==> src/rtl/riscv_mem_pkg.sv <==
// Shared definitions for the data-memory access path: RV32I load/store
// funct3 encodings, the load/store unit state type and its default timeout.
package riscv_mem_pkg;

    localparam logic [2:0] F3_B  = 3'b000;
    localparam logic [2:0] F3_H  = 3'b001;
    localparam logic [2:0] F3_W  = 3'b010;
    localparam logic [2:0] F3_BU = 3'b100;
    localparam logic [2:0] F3_HU = 3'b101;

    typedef enum logic [1:0] {
        IDLE = 2'd0,
        BUS  = 2'd1,
        DONE = 2'd2
    } lsu_state_e;

    localparam int unsigned DEFAULT_TIMEOUT = 15;

endpackage

==> src/rtl/load_extend.sv <==
// Selects the addressed byte/halfword lane of a bus word and sign- or
// zero-extends it according to the RV32I load type.
module load_extend
    import riscv_mem_pkg::*;
(
    input  logic [31:0] busRdata,
    input  logic [1:0]  addr,
    input  logic [2:0]  funct3,
    output logic [31:0] loadData
);

    logic [7:0]  byte_lane;
    logic [15:0] half_lane;

    // Lane select followed by extension for the requested access width
    always_comb begin
        case (addr)
            2'd0:    byte_lane = busRdata[7:0];
            2'd1:    byte_lane = busRdata[15:8];
            2'd2:    byte_lane = busRdata[23:16];
            default: byte_lane = busRdata[31:24];
        endcase
        half_lane = addr[1] ? busRdata[31:16] : busRdata[15:0];

        case (funct3)
            F3_B:    loadData = {{24{byte_lane[7]}}, byte_lane};
            F3_H:    loadData = {{16{half_lane[15]}}, half_lane};
            F3_BU:   loadData = {24'd0, byte_lane};
            F3_HU:   loadData = {16'd0, half_lane};
            default: loadData = busRdata;
        endcase
    end

endmodule

==> src/rtl/load_store_unit.sv <==
// Load/store unit: checks each core access for legality and alignment,
// issues one registered bus transaction, stalls the core until the bus
// acknowledges or times out, and returns the extended load result.
module load_store_unit
    import riscv_mem_pkg::*;
#(
    parameter int unsigned TIMEOUT = DEFAULT_TIMEOUT
) (
    input  logic        clk,
    input  logic        reset,
    input  logic        memRead,
    input  logic        memWrite,
    input  logic [2:0]  funct3,
    input  logic [31:0] addr,
    input  logic [31:0] writeData,
    output logic [31:0] readData,
    output logic        stall,
    output logic        fault,
    output logic        busErr,
    output logic        busReq,
    output logic        busWe,
    output logic [31:0] busAddr,
    output logic [31:0] busWdata,
    output logic [3:0]  busBe,
    input  logic        busAck,
    input  logic [31:0] busRdata
);

    localparam logic [7:0] CNT_LAST = 8'(TIMEOUT - 1);

    lsu_state_e  state_q, state_d;
    logic [7:0]  cnt_q, cnt_d;
    logic [31:0] read_data_q, read_data_d;
    logic        fault_q, fault_d;
    logic        bus_err_q, bus_err_d;
    logic        bus_req_q, bus_req_d;
    logic        bus_we_q, bus_we_d;
    logic [31:0] bus_addr_q, bus_addr_d;
    logic [31:0] bus_wdata_q, bus_wdata_d;
    logic [3:0]  bus_be_q, bus_be_d;
    logic [2:0]  f3_q, f3_d;
    logic [1:0]  off_q, off_d;

    logic        req;
    logic        type_ok;
    logic        align_ok;
    logic        legal;
    logic [31:0] store_data;
    logic [3:0]  store_be;
    logic [31:0] ext_data;
    logic        stall_c;

    load_extend u_load_extend (
        .busRdata (busRdata),
        .addr     (off_q),
        .funct3   (f3_q),
        .loadData (ext_data)
    );

    // Legality check plus store lane replication and byte-enable generation
    always_comb begin
        req = memRead | memWrite;
        if (memWrite) begin
            type_ok = (funct3 == F3_B) || (funct3 == F3_H) || (funct3 == F3_W);
        end else begin
            type_ok = (funct3 == F3_B) || (funct3 == F3_H) || (funct3 == F3_W) ||
                      (funct3 == F3_BU) || (funct3 == F3_HU);
        end
        case (funct3[1:0])
            2'b00:   align_ok = 1'b1;
            2'b01:   align_ok = ~addr[0];
            2'b10:   align_ok = (addr[1:0] == 2'b00);
            default: align_ok = 1'b0;
        endcase
        legal = type_ok & align_ok;

        case (funct3[1:0])
            2'b00: begin
                store_data = {4{writeData[7:0]}};
                store_be   = 4'b0001 << addr[1:0];
            end
            2'b01: begin
                store_data = {2{writeData[15:0]}};
                store_be   = 4'b0011 << addr[1:0];
            end
            default: begin
                store_data = writeData;
                store_be   = 4'b1111;
            end
        endcase
    end

    // Next-state, bus register updates and combinational stall
    always_comb begin
        state_d     = state_q;
        cnt_d       = cnt_q;
        read_data_d = read_data_q;
        fault_d     = 1'b0;
        bus_err_d   = 1'b0;
        bus_req_d   = bus_req_q;
        bus_we_d    = bus_we_q;
        bus_addr_d  = bus_addr_q;
        bus_wdata_d = bus_wdata_q;
        bus_be_d    = bus_be_q;
        f3_d        = f3_q;
        off_d       = off_q;
        stall_c     = 1'b0;

        case (state_q)
            IDLE: begin
                if (req) begin
                    if (legal) begin
                        stall_c     = 1'b1;
                        bus_req_d   = 1'b1;
                        bus_we_d    = memWrite;
                        bus_addr_d  = {addr[31:2], 2'b00};
                        bus_wdata_d = memWrite ? store_data : '0;
                        bus_be_d    = memWrite ? store_be : 4'b1111;
                        f3_d        = funct3;
                        off_d       = addr[1:0];
                        cnt_d       = '0;
                        state_d     = BUS;
                    end else begin
                        fault_d = 1'b1;
                    end
                end
            end
            BUS: begin
                stall_c = 1'b1;
                if (busAck) begin
                    if (!bus_we_q) begin
                        read_data_d = ext_data;
                    end
                    bus_req_d = 1'b0;
                    state_d   = DONE;
                end else if (cnt_q == CNT_LAST) begin
                    if (!bus_we_q) begin
                        read_data_d = '0;
                    end
                    bus_req_d = 1'b0;
                    bus_err_d = 1'b1;
                    state_d   = DONE;
                end else begin
                    cnt_d = cnt_q + 8'd1;
                end
            end
            DONE: begin
                state_d = IDLE;
            end
            default: begin
                state_d = IDLE;
            end
        endcase
    end

    // State and registered-output flops with synchronous reset
    always_ff @(posedge clk) begin
        if (reset) begin
            state_q     <= IDLE;
            cnt_q       <= '0;
            read_data_q <= '0;
            fault_q     <= 1'b0;
            bus_err_q   <= 1'b0;
            bus_req_q   <= 1'b0;
            bus_we_q    <= 1'b0;
            bus_addr_q  <= '0;
            bus_wdata_q <= '0;
            bus_be_q    <= '0;
            f3_q        <= '0;
            off_q       <= '0;
        end else begin
            state_q     <= state_d;
            cnt_q       <= cnt_d;
            read_data_q <= read_data_d;
            fault_q     <= fault_d;
            bus_err_q   <= bus_err_d;
            bus_req_q   <= bus_req_d;
            bus_we_q    <= bus_we_d;
            bus_addr_q  <= bus_addr_d;
            bus_wdata_q <= bus_wdata_d;
            bus_be_q    <= bus_be_d;
            f3_q        <= f3_d;
            off_q       <= off_d;
        end
    end

    assign stall    = stall_c & ~reset;
    assign readData = read_data_q;
    assign fault    = fault_q;
    assign busErr   = bus_err_q;
    assign busReq   = bus_req_q;
    assign busWe    = bus_we_q;
    assign busAddr  = bus_addr_q;
    assign busWdata = bus_wdata_q;
    assign busBe    = bus_be_q;

endmodule

==> config.mk <==
export PLATFORM = sky130hd
export DESIGN_NAME = load_store_unit
export DESIGN_NICKNAME = d
export VERILOG_FILES = /design/src/rtl/riscv_mem_pkg.sv /design/src/rtl/load_extend.sv /design/src/rtl/load_store_unit.sv
export SDC_FILE = /design/constraint.sdc
export NUM_CORES = 1
export LEC_CHECK = 0
export BUFFER_PORTS_ARGS = -buffer_cell sky130_fd_sc_hd__buf_2
export CAP_MARGIN = 15
export CORE_UTILIZATION = 43
export DETAILED_ROUTE_END_ITERATION = 10
export MAX_ROUTING_LAYER = met4
export PLACE_DENSITY = 0.76
export SETUP_SLACK_MARGIN = 0.15
export SLEW_MARGIN = 20
export SYNTH_ARGS = -nofsm -noshare
export SYNTH_HDL_FRONTEND = slang
export SYNTH_SLANG_ARGS = --single-unit
==> constraint.sdc <==
create_clock -name clk -period 2.04 [get_ports clk]
set_input_delay 0 -clock clk [delete_from_list [all_inputs] [get_ports clk]]
set_output_delay 0 -clock clk [all_outputs]
set_load 0.05 [all_outputs]
==> PnR_summary.wiki <==
{| class="wikitable"
! Metric !! Value
|-
| Run status || completed
|-
| GR met1 Demand/Resource || 33.2%
|-
| Buffer cell driving the clock tree root || sky130_fd_sc_hd__clkbuf_16
|-
| CP peak stage delay || 0.40 ns
|-
| First-iteration detailed-routing DRC count || 516
|-
| Number of unique standard cell types used by synthesis || 51
|-
| Post-route minimum period || 1.83 ns
|-
| Post-Route Skew || 0.0119 ns
|-
| Total power || 6.73 mW
|-
| WP data required || 2.39 ns
|-
| Effective utilization at floorplan || 44.0%
|-
| Overflow after GRT || 0
|-
| CTS tree || done
|-
| Flops & latches, synth || 117
|-
| Area taken by flip-flops and latches || 0.00234 mm²
|-
| Net count of the finished layout || 962
|-
| Count of vias placed by the detailed router || 5659
|-
| Count of max-cap constraint violations || 0
|-
| Leakage power summed over all cells || 3.56 nW
|-
| First-pass GRT wire length || 26900 µm
|-
| Final hold vios || 0
|-
| Post-synth design cell area || 0.00502 mm²
|-
| Pin count of the biggest net entering global routing || 59
|-
| Final count of pins violating max slew || 0
|-
| Setup repair after global routing missed its margin || yes
|-
| GP Congestion || 0.893
|-
| Critical path fanouts, max || 13
|-
| Reg clk slew, reported paths || 0.05 ns
|-
| Layout-stage area growth over the synthesis result || 58.3%
|-
| Fraction of met3 tracks used by global routing || 8.05%
|-
| Number of port buffers || 206
|-
| Async SR Flop Fraction || 0%
|-
| DR vias/cell || 5.59
|-
| Startpoint type of the worst setup path || flop
|-
| Crit path buffers/inverters || 1
|-
| Insertion delay to the later sink of the worst-skew pair || 0.42 ns
|-
| Worst setup path category || flop to flop
|-
| Worst min path class || primary input to flop
|-
| Pin slew with the least headroom to its limit || 0.690 ns
|-
| Number of cells traversed by the worst register-to-register path || 6
|-
| Antenna Cells || 0
|-
| Leading cell type in the layout, fill and taps excluded || sky130_fd_sc_hd__buf_2
|-
| Die width || 110 µm
|-
| Post-detailed-routing wire length || 17900 µm
|-
| Seq/Total Area, Yosys || 46.6%
|-
| H-tree depth || 4
|-
| Number of buffers inserted during clock tree synthesis || 17
|-
| Count of nets left with antenna violations after detail routing || 0
|-
| Critical Path End Type || flop
|-
| Max Clk Rate || 0.546 GHz
|-
| Residual DRC count || 0
|-
| Largest delay contributor family on the critical path || compound AO/OA/AOI/OAI gates
|-
| Worst Path Arrival || 2.18 ns
|-
| Cells after Synth || 556
|-
| Ys Warns || 0
|-
| Overall track demand over capacity in global routing || 29.9%
|-
| Die height || 110 µm
|-
| Power density of the placed cells || 847 mW/mm²
|-
| Die footprint || 0.0121 mm²
|-
| Clock sink total || 117
|-
| HPWL reported at the end of detailed placement || 10300 µm
|-
| Fillers || 828
|-
| Detailed-router iteration count before antenna repair || 5
|-
| Normalized max-slew margin || 53.9%
|-
| Number of ports placed on the die boundary || 209
|-
| Number of buffers between clock root and the deepest sink || 2
|-
| Fin Setup TNS || 0 ns
|-
| Peak supply drop || 0.000679 V
|-
| Most used cells in the layout excluding fill and tap cells || 205 x sky130_fd_sc_hd__buf_2, 116 x sky130_fd_sc_hd__dfxtp_1, 99 x sky130_fd_sc_hd__dlygate4sd3_1
|-
| Number of antenna violations at the first check in global routing || 0
|-
| Ratio of cells with drive above 1 in the final layout || 32.6%
|-
| Number of stages on the worst setup path || 6
|-
| Most used routing layer in global routing || met2
|-
| Final worst-path cycle share || 89.8%
|-
| EDFF count, synth || 0
|-
| Mapped Avg Cell Area || 9.03 µm²
|-
| Post-layout util || 69.6%
|-
| Primary FF master, synth || sky130_fd_sc_hd__dfxtp_1
|-
| Vias in the first global route || 5652
|-
| Routed WL per cell || 17.6 µm
|-
| Core region area || 0.0114 mm²
|-
| Worst Hold Path Cells || 4
|-
| Area of combinational cells with multiple inputs || 0.00260 mm²
|-
| Total setup violations reported at the end of the flow || 0
|-
| Critical path cell sequence || inv_1 > ha_1 > and3_2 > a21oi_4 > o21ba_4 > a221o_1
|-
| Count of standard-cell rows || 39
|-
| GR Layer Usage met2 || 47.8%
|-
| Highest-delay cell along the critical path || sky130_fd_sc_hd__dfxtp_1
|}
-- flip-flops by register name (all words and copies together) (netlist names), 2 cells and up --
register / count
busAddr: 30
f3_q: 3
busWdata: 32
busBe: 4
readData: 32
cnt_q: 8
off_q: 2
state_q: 2
-- final cells by class --
class / instances / area share [%]
multi-input combinational: 390 / 32.8
sequential: 117 / 29.5
timing repair buffer: 327 / 27.9
clock buffer: 23 / 5.89
tap: 143 / 2.25
clock inverter: 9 / 1.59
inverter: 3 / 0.142
-- per-layer routing --
layer	part of all wire (%)	vias up
met5	0	-
met4	3.1	0
met3	8.2	52
met2	50	324
met1	39	2684
li1	-	2599
-- worst reg2reg max path, cell delays in order, from the launching register on --
cell                      delay [ns]
sky130_fd_sc_hd__dfxtp_1        0.40
sky130_fd_sc_hd__inv_1          0.10
sky130_fd_sc_hd__ha_1           0.24
sky130_fd_sc_hd__and3_2         0.26
sky130_fd_sc_hd__a21oi_4        0.27
sky130_fd_sc_hd__o21ba_4        0.31
sky130_fd_sc_hd__a221o_1        0.19
-- final timing paths --
kind                    start      endpoint  slack (ns)
setup / recovery     cnt_q[0]  readData[31]        0.21
setup reg to reg     cnt_q[0]  readData[31]        0.21
hold / removal        addr[0]      off_q[0]        0.02
hold reg to reg   busAddr[13]   busAddr[13]        0.46
-- per-stage QoR --
stage / cell area (µm²) / setup slack (ns) / hold WS, ns / std cells
after floorplan: 5100 / 0.157 / 0.126 / 557
after global placement: 6240 / 0.132 / 0.241 / 879
after detailed placement: 6240 / 0.00569 / 0.247 / 879
after CTS: 7850 / 0.136 / 0.00234 / 1011
after global routing: 7950 / 0.100 / 0.0398 / 1012
final: 7950 / 0.209 / 0.0224 / 1012
-- power by group --
group	internal, mW	switching (mW)	total, mW	leakage, nW
logic	0.474	0.787	1.26	2.32
clock network	1.98	1.04	3.01	0.291
registers	2.39	0.0656	2.46	0.951
total	4.84	1.89	6.73	3.56
-- Yosys cell counts, drive strengths merged (2+ instances only) --
cell / count / area, µm²
nor3b: 4 / 41.3
nor4: 3 / 18.8
a2111oi: 2 / 36.3
clkbuf: 39 / 146
inv: 3 / 11.3
nor2: 35 / 131
mux4: 2 / 45.0
nand2b: 5 / 31.3
and3: 2 / 12.5
nand3b: 3 / 22.5
nand3: 3 / 15.0
mux2: 2 / 22.5
mux2i: 31 / 310
or2: 2 / 12.5
nor3: 15 / 80.1
a21oi: 41 / 205
xnor2: 6 / 52.6
o21ai: 31 / 155
o41ai: 7 / 61.3
o2bb2ai: 23 / 201
o22a: 7 / 61.3
ha: 2 / 25.0
buf: 9 / 52.5
a221o: 18 / 180
nor2b: 17 / 106
nand2: 92 / 345
a22o: 17 / 149
dfxtp: 117 / 2340
a211oi: 2 / 15.0
-- kinds of logic after synthesis --
group,synth area share [%]
simple gates,17.6
compound gates,22.2
flops,46.6
buf+inv,4.19
mux,7.53
xor+xnor,1.22
fa+ha+maj,0.498
other cells,0.0747
-- timing repair --
item	CTS	global route
buffers inserted	1	0
cloned	0	1
pin swaps	0	1
hold buffers	99	0
gates resized for setup	4	15
endpoints found under the hold margin	96	0
setup endpoints to repair	26	33
Note: power is estimated with default switching activity, not from simulation.
